===== src/rtl/ppu_oam_scheduler.sv =====
// OAM port scheduler: one synchronous sprite-RAM port is shared by CPU OAMDATA
// writes, OAM DMA and the per-line sprite evaluator. Blocked writes wait in a queue.
module ppu_oam_scheduler #(
    parameter int FIFO_DEPTH = 4,
    parameter int START_COL  = 257,
    parameter int LAST_ROW   = 239
) (
    input  logic       clk,
    input  logic       rst,
    input  logic [8:0] curr_row,
    input  logic [8:0] curr_col,
    input  logic       rendering_en,
    output logic       eval_start,
    input  logic       eval_busy,
    input  logic [7:0] eval_addr,
    output logic [7:0] eval_data,
    output logic [7:0] eval_base_addr,
    input  logic       cpu_addr_wr,
    input  logic       cpu_data_wr,
    input  logic [7:0] cpu_wdata,
    input  logic       cpu_data_rd,
    output logic [7:0] cpu_rdata,
    input  logic       dma_wr,
    input  logic [7:0] dma_wdata,
    output logic [7:0] oam_addr,
    output logic [7:0] oam_wdata,
    output logic       oam_we,
    input  logic [7:0] oam_rdata,
    output logic       wr_dropped,
    output logic       eval_missed
);
    localparam int             PTR_W        = $clog2(FIFO_DEPTH);
    localparam logic [PTR_W:0] LP_DEPTH     = (PTR_W + 1)'(FIFO_DEPTH);
    localparam logic [8:0]     LP_START_COL = 9'(START_COL);
    localparam logic [8:0]     LP_LAST_ROW  = 9'(LAST_ROW);

    typedef enum logic [1:0] {
        S_FREE  = 2'd0,
        S_WRITE = 2'd1,
        S_EVAL  = 2'd2
    } state_t;

    typedef struct packed {
        logic [7:0] addr;
        logic [7:0] data;
    } wq_entry_t;

    state_t           r_state;
    state_t           w_next_state;
    logic [7:0]       r_oamaddr;
    logic [7:0]       r_cpu_rdata;
    logic             r_eval_start;
    logic             r_line_flag;
    logic             r_window_seen;
    logic             r_seen_busy;
    logic             r_refresh;
    logic             r_wr_dropped;
    logic             r_eval_missed;
    wq_entry_t        r_queue [FIFO_DEPTH];
    logic [PTR_W-1:0] r_wr_ptr;
    logic [PTR_W-1:0] r_rd_ptr;
    logic [PTR_W:0]   r_count;

    logic       w_full;
    logic       w_empty;
    logic       w_wr_req;
    logic       w_push;
    logic       w_pop;
    logic       w_window;
    logic       w_launch;
    logic       w_idle_read;
    logic [7:0] w_wr_byte;
    logic [7:0] w_oam_addr;
    logic [7:0] w_oam_wdata;
    logic       w_oam_we;
    wq_entry_t  w_head;
    logic       w_unused;

    assign w_empty   = (r_count == '0);
    assign w_full    = (r_count == LP_DEPTH);
    assign w_pop     = (r_state == S_WRITE);
    assign w_wr_req  = dma_wr | cpu_data_wr;
    assign w_wr_byte = dma_wr ? dma_wdata : cpu_wdata;
    // A full queue still takes a write on the cycle its head is being popped.
    assign w_push    = w_wr_req && (!w_full || w_pop);
    assign w_head    = r_queue[r_rd_ptr];

    assign w_window = rendering_en && (curr_row <= LP_LAST_ROW) && (curr_col >= LP_START_COL);
    assign w_launch = w_window && !r_line_flag && (r_state == S_FREE) && !eval_busy;

    // NOTE: queue storage carries no reset; pointers and count alone decide which entries are valid.
    always_ff @(posedge clk) begin
        if (w_push) begin
            r_queue[r_wr_ptr] <= {r_oamaddr, w_wr_byte};
        end
    end

    // NOTE: every register below uses <= so all of them sample the same pre-edge values.
    always_ff @(posedge clk or negedge rst) begin
        if (!rst) begin
            r_state       <= S_FREE;
            r_oamaddr     <= 8'h00;
            r_cpu_rdata   <= 8'h00;
            r_eval_start  <= 1'b0;
            r_line_flag   <= 1'b0;
            r_window_seen <= 1'b0;
            r_seen_busy   <= 1'b0;
            r_refresh     <= 1'b0;
            r_wr_dropped  <= 1'b0;
            r_eval_missed <= 1'b0;
            r_wr_ptr      <= '0;
            r_rd_ptr      <= '0;
            r_count       <= '0;
        end else begin
            r_state      <= w_next_state;
            r_eval_start <= w_launch;
            r_refresh    <= w_idle_read;

            if (r_refresh) begin
                r_cpu_rdata <= oam_rdata;
            end

            if (cpu_addr_wr) begin
                r_oamaddr <= cpu_wdata;
            end else if (w_push) begin
                r_oamaddr <= r_oamaddr + 8'd1;
            end

            if (w_wr_req && !w_push) begin
                r_wr_dropped <= 1'b1;
            end

            if (w_push) begin
                r_wr_ptr <= r_wr_ptr + 1'b1;
            end
            if (w_pop) begin
                r_rd_ptr <= r_rd_ptr + 1'b1;
            end
            case ({w_push, w_pop})
                2'b10:   r_count <= r_count + 1'b1;
                2'b01:   r_count <= r_count - 1'b1;
                default: r_count <= r_count;
            endcase

            if (w_launch) begin
                r_line_flag <= 1'b1;
            end else if (curr_col == 9'd0) begin
                r_line_flag <= 1'b0;
            end

            // A line whose launch window opened but never launched is reported at wrap.
            if (curr_col == 9'd0) begin
                if (r_window_seen && !r_line_flag) begin
                    r_eval_missed <= 1'b1;
                end
                r_window_seen <= 1'b0;
            end else if (w_window) begin
                r_window_seen <= 1'b1;
            end

            if (r_state != S_EVAL) begin
                r_seen_busy <= 1'b0;
            end else if (r_seen_busy && !eval_busy) begin
                r_seen_busy <= 1'b0;
            end else if (eval_busy) begin
                r_seen_busy <= 1'b1;
            end
        end
    end

    // NOTE: every output of this block gets a default first so no path can infer a latch.
    always_comb begin
        w_next_state = r_state;
        w_oam_addr   = r_oamaddr;
        w_oam_wdata  = 8'h00;
        w_oam_we     = 1'b0;
        w_idle_read  = 1'b0;
        case (r_state)
            S_FREE: begin
                if (w_launch) begin
                    w_next_state = S_EVAL;
                end else if (!w_empty) begin
                    w_next_state = S_WRITE;
                end else begin
                    w_idle_read = 1'b1;
                end
            end
            S_WRITE: begin
                w_oam_addr   = w_head.addr;
                w_oam_wdata  = w_head.data;
                w_oam_we     = 1'b1;
                w_next_state = S_FREE;
            end
            S_EVAL: begin
                w_oam_addr = eval_addr;
                if (r_seen_busy && !eval_busy) begin
                    w_next_state = S_FREE;
                end
            end
            default: begin
                w_next_state = S_FREE;
            end
        endcase
    end

    assign oam_addr       = w_oam_addr;
    assign oam_wdata      = w_oam_wdata;
    assign oam_we         = w_oam_we;
    assign eval_start     = r_eval_start;
    assign eval_data      = oam_rdata;
    assign eval_base_addr = r_oamaddr;
    assign cpu_rdata      = (r_state == S_EVAL) ? 8'hFF : r_cpu_rdata;
    assign wr_dropped     = r_wr_dropped;
    assign eval_missed    = r_eval_missed;

    // OAMDATA reads are side-effect free; the strobe only marks when the CPU samples cpu_rdata.
    assign w_unused = cpu_data_rd;

endmodule

===== config.mk =====
export PLATFORM = sky130hd
export DESIGN_NAME = ppu_oam_scheduler
export DESIGN_NICKNAME = d
export VERILOG_FILES = /design/src/rtl/ppu_oam_scheduler.sv
export SDC_FILE = /design/constraint.sdc
export NUM_CORES = 1
export LEC_CHECK = 0
export CORE_MARGIN = 2
export CORE_UTILIZATION = 32
export CTS_CLUSTER_SIZE = 28
export DETAILED_ROUTE_END_ITERATION = 16
export GPL_TIMING_DRIVEN = 0
export SLEW_MARGIN = 5
export SYNTH_ARGS = -nofsm -noshare
export SYNTH_HDL_FRONTEND = slang
export SYNTH_SLANG_ARGS = --single-unit
export TNS_END_PERCENT = 50

===== constraint.sdc =====
create_clock -name clk -period 2.84 [get_ports clk]
set_input_delay 0.852 -clock clk [delete_from_list [all_inputs] [get_ports clk]]
set_output_delay 0.852 -clock clk [all_outputs]
set_load 0.03 [all_outputs]

# Yosys cells after proc, flatten, opt, wreduce, memory -nomap -nowiden
# Memories as Yosys holds them, arrays and structs flattened.
# Cells that the tools add are included.
dict set report word_totals {
  regBits 32
  latchBits 0
  mem_bits_rw 64
  rom_bits 0
  input_bits 58
  out_inout_bits 44
  wordCells 78
  n_memories 1
}
# name depth width rd rd_ports_with_merged_regs write_ports line_no
set memory_table {}
lappend memory_table {r_queue 4 16 1 0 1 59} ;# wq_entry_t r_queue [FIFO_DEPTH];
dict set report op_classes {
  add_sub_neg 5
  n_mul 0
  div 0
  order_cmp 2
  eq_ne 8
  shift 0
  muxes 24
  bitwise_logic 1
  reduce_logical 24
}
# operator count
set op_table {}
lappend op_table {{$mux W8} 5}
lappend op_table {{$pmux W8 S2} 1}
lappend op_table {{$mux W1} 13}
lappend op_table {{$ge A9 B9 Y1 const B} 1}
lappend op_table {{$le A9 B8 Y1 const B} 1}
lappend op_table {{$logic_and A1 B1 Y1} 9}
lappend op_table {{$logic_not A9 Y1} 1}
lappend op_table {{$add A8 B1 Y8 const B} 1}
lappend op_table {{$reduce_bool A2 Y1} 4}
lappend op_table {{$mux W2} 3}
lappend op_table {{$pmux W3 S2} 1}
lappend op_table {{$add A2 B1 Y2 const B} 2}
lappend op_table {{$eq A2 B1 Y1 const B} 2}
lappend op_table {{$eq A2 B2 Y1 const B} 2}
lappend op_table {{$logic_not A1 Y1} 4}
lappend op_table {{$ne A2 B2 Y1 const B} 2}
lappend op_table {{$pmux W2 S2} 1}
lappend op_table {{$reduce_and A2 Y1} 2}
lappend op_table {{$add A3 B1 Y3 const B} 1}
lappend op_table {{$eq A3 B3 Y1 const B} 1}
lappend op_table {{$logic_not A3 Y1} 1}
lappend op_table {{$ne A3 B3 Y1 const B} 1}
lappend op_table {{$reduce_bool A3 Y1} 1}
lappend op_table {{$sub A3 B1 Y3 const B} 1}
lappend op_table {{other kinds (3)} 3}

# Longest topological paths before layout
# Gate-level depths: netlist of the first run.
dict set report depth {
  ltp_word 8
  depth_mapped 11
  depth_no_buf 11
}

# Worst setup path before layout of the first run
# OpenSTA, ideal clock, no wires.
dict set report synth_path {
  path_type {register to output}
  from {register r_state[0]}
  to {output port oam_addr[4]}
  t_arrival_ns 1.720
  t_required_ns 1.988
  path_slack_ns 0.268
  stages_incl_launch_ff 7
  path_buffers 2
  cell_sequence {dfrtp_1 > inv_1 > ha_1 > buf_1 > clkbuf_1 > nor2_1 > a21oi_1}
}
dict set report synth_between {
  elab_chain_len 2
  elab_cells_between_ends 3
  classes_between {2 x eq/ne; 1 x mux}
}
# element line_no
set synth_lines {}
lappend synth_lines {{start, declared} 48} ;# state_t r_state;
lappend synth_lines {{start signal, assigned} 115} ;# r_state <= w_next_state;
lappend synth_lines {{$eq A2 B2 Y1 / $eq A2 B1 Y1 (equally long branches)} 178} ;# case (r_state)
lappend synth_lines {{$pmux W8 S2 (*)} 178}
lappend synth_lines {{end, declared} 25} ;# output logic [7:0] oam_addr,
# Every way passes the cells marked *; elsewhere a longest branch is shown, timed or not.

# Final worst setup path of the first run
dict set report layout_path {
  from {register r_state[1]}
  to {output port oam_wdata[1]}
}
dict set report layout_between {
  elab_chain_len 2
}
# element line_no
set layout_lines {}
lappend layout_lines {{$eq A2 B1 Y1} 178}
lappend layout_lines {{$mux W8} 178}
lappend layout_lines {{end, declared} 26} ;# output logic [7:0] oam_wdata,
# Every way passes these cells.

==> run metrics, run 1 <==
status=finished, final reports clean; number of global-route vias before repair=2831; Data arrival, critical path=1930 ps; part of the cycle the worst path needs=0.980; CP cell instances=inv_1, ha_4, buf_6, clkbuf_4, and2_1, clkdlybuf4s15_2; DR pass1 iterations=4; die area=14400 um2; Final HPWL DP=6920 um; Peak VDD IR=0.000336 V; top cells by area, synth=edfxtp_1, dfrtp_1, mux4_2; CTS tree=done; Netlist Area Pre-Place=4320 um2; via count=2682; Final Cell Area=5750 um2; count of pins over their slew limit=0; final worst slack=57.4 ps; Static Leak=0.00217 uW; WL final=9600 um; Post-synth EDFFs=64; die width=120 um; adder-cell share of the synthesized area=0.0307; sequential cell area fraction in the yosys report=0.630; slew at the pin closest to its max-slew limit=740 ps; critical path's largest stage delay=410 ps; Syn-to-layout area delta=33.2%; CP max FO=10; final-stage net count=462; Reg clk slew, reported paths=60 ps; Cells after Synth=289; CTS Buffer Depth=2; initial antenna violation count=0; Initial Util=0.328; placed standard-cell area=5500 um2; first-pass GRT wire length=15100 um; grt met2 use=0.241; Worst setup SP type=flip-flop; WP buf/inv=4; Layout Skew=4.42 ps; compound-cell area share of the yosys netlist=0.0513; Mean Syn Cell Area=14.9 um2; gr usage total=0.141; Fin. Hold Viols=0; FF-to-FF setup slack=330 ps; Design Power=5860 uW; CTS sink cnt=96; Iter 0 DRT Violations=161; Place WS=-547 ps; number of max-cap violations=0; mux share of post-synthesis cell area=0.130; largest net degree at the start of global routing=33; Avg WL per Cell=16.7 um; top-count cell post-synth=edfxtp_1; busiest layer in global routing=met2; CORE AREA=13200 um2; post-synth top area cell=edfxtp_1; CP top delay family=buffers and inverters; total CTS buffers=9; power per cell area=1020 nW/um2; Synth Flop Type=edfxtp_1; met3 Usage GRT=0.0226; row count=42; main combinational cell family by area after synthesis=multiplexers; fmax=0.359 GHz; Post-Synth XOR/XNOR Area=0.0264; final core utilization=0.436; CP max-delay cell=dfrtp_1; Remaining Overflow, GRT=0; ANT nets after route=0; Syn Nets=357; drt drc=0; Crit Path Class=reg -> out; antenna cells=0; port buffer count=96; grt met1 use=0.175; RSZ-0062 raised after global routing=yes; share of cells above drive strength 1=0.298; min-delay worst type=reg -> reg; Die Y=120 um; Simple-Gate Fraction of Synth Area=0.0935; I/O Pins=102; H-tree level count=3; ys async rst share=0.333; Hold-fix buffers, CTS=0; distinct cell type count after synthesis=40; Root Driver=clkbuf_16; RePlAce Congestion=0.720; clk_lat worst skew=340 ps; Setup-failing EPs final=0; Period minus WS final=2780 ps; Synth top area share=0.445; Yosys reg bits=96; list of most frequent post-synthesis cells=edfxtp_1, dfrtp_1, mux2_2, mux4_2, nand2_1; crit end category=primary output; Worst Path Required=1990 ps; Vias/cell=4.66; Fin Setup TNS=0 ps; slew margin rel.=0.507; YS warnings=0
## state kept, by name (all words and copies together) (netlist names)
name,flops
r_rd_ptr,2
r_cpu_rdata,8
eval_start,1
r_wr_ptr,2
r_window_seen,1
eval_base_addr,8
wr_dropped,1
r_state,2
r_seen_busy,1
r_refresh,1
r_line_flag,1
r_count,3
r_queue,64
eval_missed,1
## worst paths after layout
path,to,cells past startpoint,start
max,oam_wdata[1],6,r_state[1]$_DFFE_PN0P_
min,eval_missed$_DFFE_PN0P_,1,eval_missed$_DFFE_PN0P_
max reg2reg,r_count[2]$_DFFE_PN0P_,11,r_state[1]$_DFFE_PN0P_
min reg2reg,eval_missed$_DFFE_PN0P_,1,eval_missed$_DFFE_PN0P_
max in group asynchronous,eval_base_addr[7]$_DFFE_PN0P_,1,rst
min in group asynchronous,eval_missed$_DFFE_PN0P_,1,rst
## where the power goes
group	switching, uW	internal (uW)	leakage (uW)
registers	209	2000	0.000978
clock network	483	587	0.000122
logic	1450	1130	0.00107
## metrics by stage
step	std cells	hold WS, ps
after detailed placement	561	471
after floorplan	289	450
final	575	478
after global placement	561	462
after global routing	575	510
after CTS	575	486
## timing repair
item	4_1_cts	5_1_grt
endpoints found under the setup margin	96	22
buffers inserted	0	0
resized for setup	89	36
## cell type report
type | count | area, um2
inverter | 9 | 33.8
sequential | 96 | 2720
tap | 176 | 220
clock buffer | 10 | 229
buffer | 19 | 163
fill | 1201 | 7440
timing repair buffer | 96 | 866
multi-input combinational | 163 | 1480
clock inverter | 6 | 36.3
## logic make-up (layout without fill, tap and decap cells)
kind of cell               count (synthesis)  after routing
DFF                                       96             96
and+or+nand+nor                           70             70
AOI/OAI and AO/OA                         36             36
muxes                                     34             34
buffers and inverters                     30            140
xor gates and xnor gates                  13             13
adders and majority gates                 10             10
## metal layers
layer,vias up,part of all wire
met5,-,0
met4,0,0.015
met3,8,0.036
met2,53,0.54
met1,1347,0.41
li1,1274,-
## cells in the final DEF, fill, tap and decap left out, types with 3 or more instances in the layout
cell type        instances
ha_1                     6
o21ai_0                  9
nor2_1                  13
nand2_1                 15
clkbuf_2                 7
xor2_1                   5
buf_4                   15
buf_2                   12
clkbuf_4                 3
and2_2                   4
clkdlybuf4s15_2          7
clkinvlp_4               3
mux4_2                  16
dfrtp_1                 32
edfxtp_1                64
clkdlybuf4s50_1         63
clkbuf_16                9
inv_1                    8
ha_4                     3
a21oi_1                 10
xnor2_1                  8
and2_1                   9
a21o_1                   3
nor3_1                   3
or2_2                    9
mux2_2                  16
a22oi_1                  8
(Power assumes the default switching activity.)
==> inputs of run 2 (changes only) <==
--- a/config.mk
+++ b/config.mk
@@ -9,7 +9,6 @@
 export CORE_UTILIZATION = 32
 export CTS_CLUSTER_SIZE = 28
 export DETAILED_ROUTE_END_ITERATION = 16
-export GPL_TIMING_DRIVEN = 0
 export SLEW_MARGIN = 5
 export SYNTH_ARGS = -nofsm -noshare
 export SYNTH_HDL_FRONTEND = slang
==> run 2 against run 1 <==
- sequential share of layout area decreased by 0.090 points
- clock-buffer cell count increased by 1
- clock power increased by 9%
- maximum frequency increased by 2.8%
- critical path depth decreased by 1
- wire length decreased by 4.3%
- worst hold slack got worse by 4.9 ps
- combinational power decreased by 2%
==> run metrics, run 2 (synthesis results as in run 1) <==
Layout Skew=5.71 ps (was 4.42 ps); drt drc=0 (unchanged); Remaining Overflow, GRT=0 (unchanged); first-pass GRT wire length=14400 um (was 15100 um); Avg WL per Cell=15.9 um (was 16.7 um); port buffer count=96 (unchanged); count of pins over their slew limit=0 (unchanged); CORE AREA=13200 um2 (unchanged); fmax=0.369 GHz (was 0.359 GHz); Worst setup SP type=flip-flop (unchanged); commonest non-fill, non-tap cell in the layout=edfxtp_1 (unchanged); power per cell area=1030 nW/um2 (was 1020 nW/um2); Fin Setup TNS=0 ps (unchanged); ANT nets after route=0 (unchanged); status=finished, final reports clean (unchanged); share of cells above drive strength 1=0.279 (was 0.298); Initial Util=0.328 (unchanged); largest net degree at the start of global routing=33 (unchanged); Reg clk slew, reported paths=60 ps (about the same); RePlAce Congestion=0.723 (was 0.720); Vias/cell=4.59 (was 4.66); Die Y=120 um (unchanged); die area=14400 um2 (unchanged); critical path's largest stage delay=520 ps (was 410 ps); clk_lat worst skew=330 ps (was 340 ps); RSZ-0062 raised after global routing=no (was yes); Worst Path Required=1990 ps (about the same); Data arrival, critical path=1850 ps (was 1930 ps); WL final=9190 um (was 9600 um); initial antenna violation count=0 (unchanged); row count=42 (unchanged); Period minus WS final=2710 ps (was 2780 ps); Syn-to-layout area delta=33.5% (was 33.2%); Crit Path Class=reg -> out (unchanged); Peak VDD IR=0.000334 V (was 0.000336 V); Fin. Hold Viols=0 (unchanged); CP cell instances=buf_12, mux4_2, a22oi_1, a21oi_1, buf_4 (was inv_1, ha_4, buf_6, clkbuf_4, and2_1, clkdlybuf4s15_2); CP max FO=10 (unchanged); CTS sink cnt=96 (unchanged); max FFs per register=64 (unchanged); WP buf/inv=2 (was 4); CTS tree=done (unchanged); DR pass1 iterations=4 (unchanged); Post-Layout Cell Count=577 (was 575); CP top delay family=multiplexers (was buffers and inverters); slew at the pin closest to its max-slew limit=530 ps (was 740 ps); number of global-route vias before repair=2726 (was 2831); Setup-failing EPs final=0 (unchanged); Iter 0 DRT Violations=124 (was 161); crit end category=primary output (unchanged); gr usage total=0.133 (was 0.141); most frequent cells in the layout=edfxtp_1, clkdlybuf4s50_1, buf_4 (was edfxtp_1, clkdlybuf4s50_1, dfrtp_1); slew margin rel.=0.646 (was 0.507); part of the cycle the worst path needs=0.953 (was 0.980); number of max-cap violations=0 (unchanged); min-delay worst type=reg -> reg (unchanged); Final HPWL DP=6670 um (was 6920 um); die width=120 um (unchanged); final-stage net count=464 (was 462); cell total after placement=560 (was 561); H-tree level count=3 (unchanged); I/O Pins=102 (unchanged); via count=2646 (was 2682); Most flops, register=r_queue (unchanged); Root Driver=clkbuf_16 (unchanged); CP max-delay cell=mux4_2 (was dfrtp_1); Static Leak=0.00220 uW (was 0.00217 uW); total CTS buffers=9 (unchanged); antenna cells=0 (unchanged); CTS Buffer Depth=2 (unchanged)
[run 2: path summary, 6_finish.rpt]
path	slack (ps)	endpoint	start	cells past startpoint
max reg2reg	560	r_count[2]$_DFFE_PN0P_	r_state[1]$_DFFE_PN0P_	11
min	470	eval_missed$_DFFE_PN0P_	eval_missed$_DFFE_PN0P_	1
min in group asynchronous	930	eval_missed$_DFFE_PN0P_	rst	2
max in group asynchronous	1570	r_rd_ptr[0]$_DFFE_PN0P_	rst	2
max	130	oam_addr[3]	r_rd_ptr[0]$_DFFE_PN0P_	5
min reg2reg	470	eval_missed$_DFFE_PN0P_	eval_missed$_DFFE_PN0P_	1
[run 2: repair_timing]
action,CTS,global route
hold buffers,0,0
gates resized for setup,11,2
setup endpoints to repair,24,8
setup buffers,1,0
[run 2: worst reg2reg max path, cell delays in order (launching register included)]
cell	delay (ps)
dfrtp_1	350
inv_1	80
ha_2	320
nor4b_4	340
nor2_2	80
inv_1	60
ha_1	160
inv_1	60
fa_1	370
xor2_1	150
nor2_1	110
xor2_1	150
[run 2: per-stage QoR]
stage / util / cell area (um2) / hold WS, ps / total power [uW] / setup slack [ps]
floorplan: - / 4320 / 450 / 3930 / 268
global placement: 0.415 / 5470 / 462 / 4850 / 125
detailed placement: 0.415 / 5470 / 471 / 4900 / 144
CTS: 0.437 / 5760 / 484 / 6050 / 55.9
global route: 0.437 / 5770 / 505 / 6300 / 12.3
finish: 0.437 / 5770 / 473 / 5960 / 133
[run 2: final cells by class]
type / instances / area, um2
Fill cell: 1189 / 7420
Inverter: 9 / 33.8
Clock buffer: 11 / 233
Clock inverter: 5 / 58.8
Multi-Input combinational cell: 163 / 1440
Sequential cell: 96 / 2730
Timing Repair Buffer: 117 / 1060
Tap cell: 176 / 220
[run 2: routing by layer]
layer	track usage	part of all wire
met1	0.169	0.44
met4	0.0647	0.018
met2	0.223	0.51
met3	0.0198	0.026
met5	0	0
[run 2: power breakdown]
part           internal [uW]  switching, uW
combinational           1170           1370
clock                    683            487
sequential              1990            250
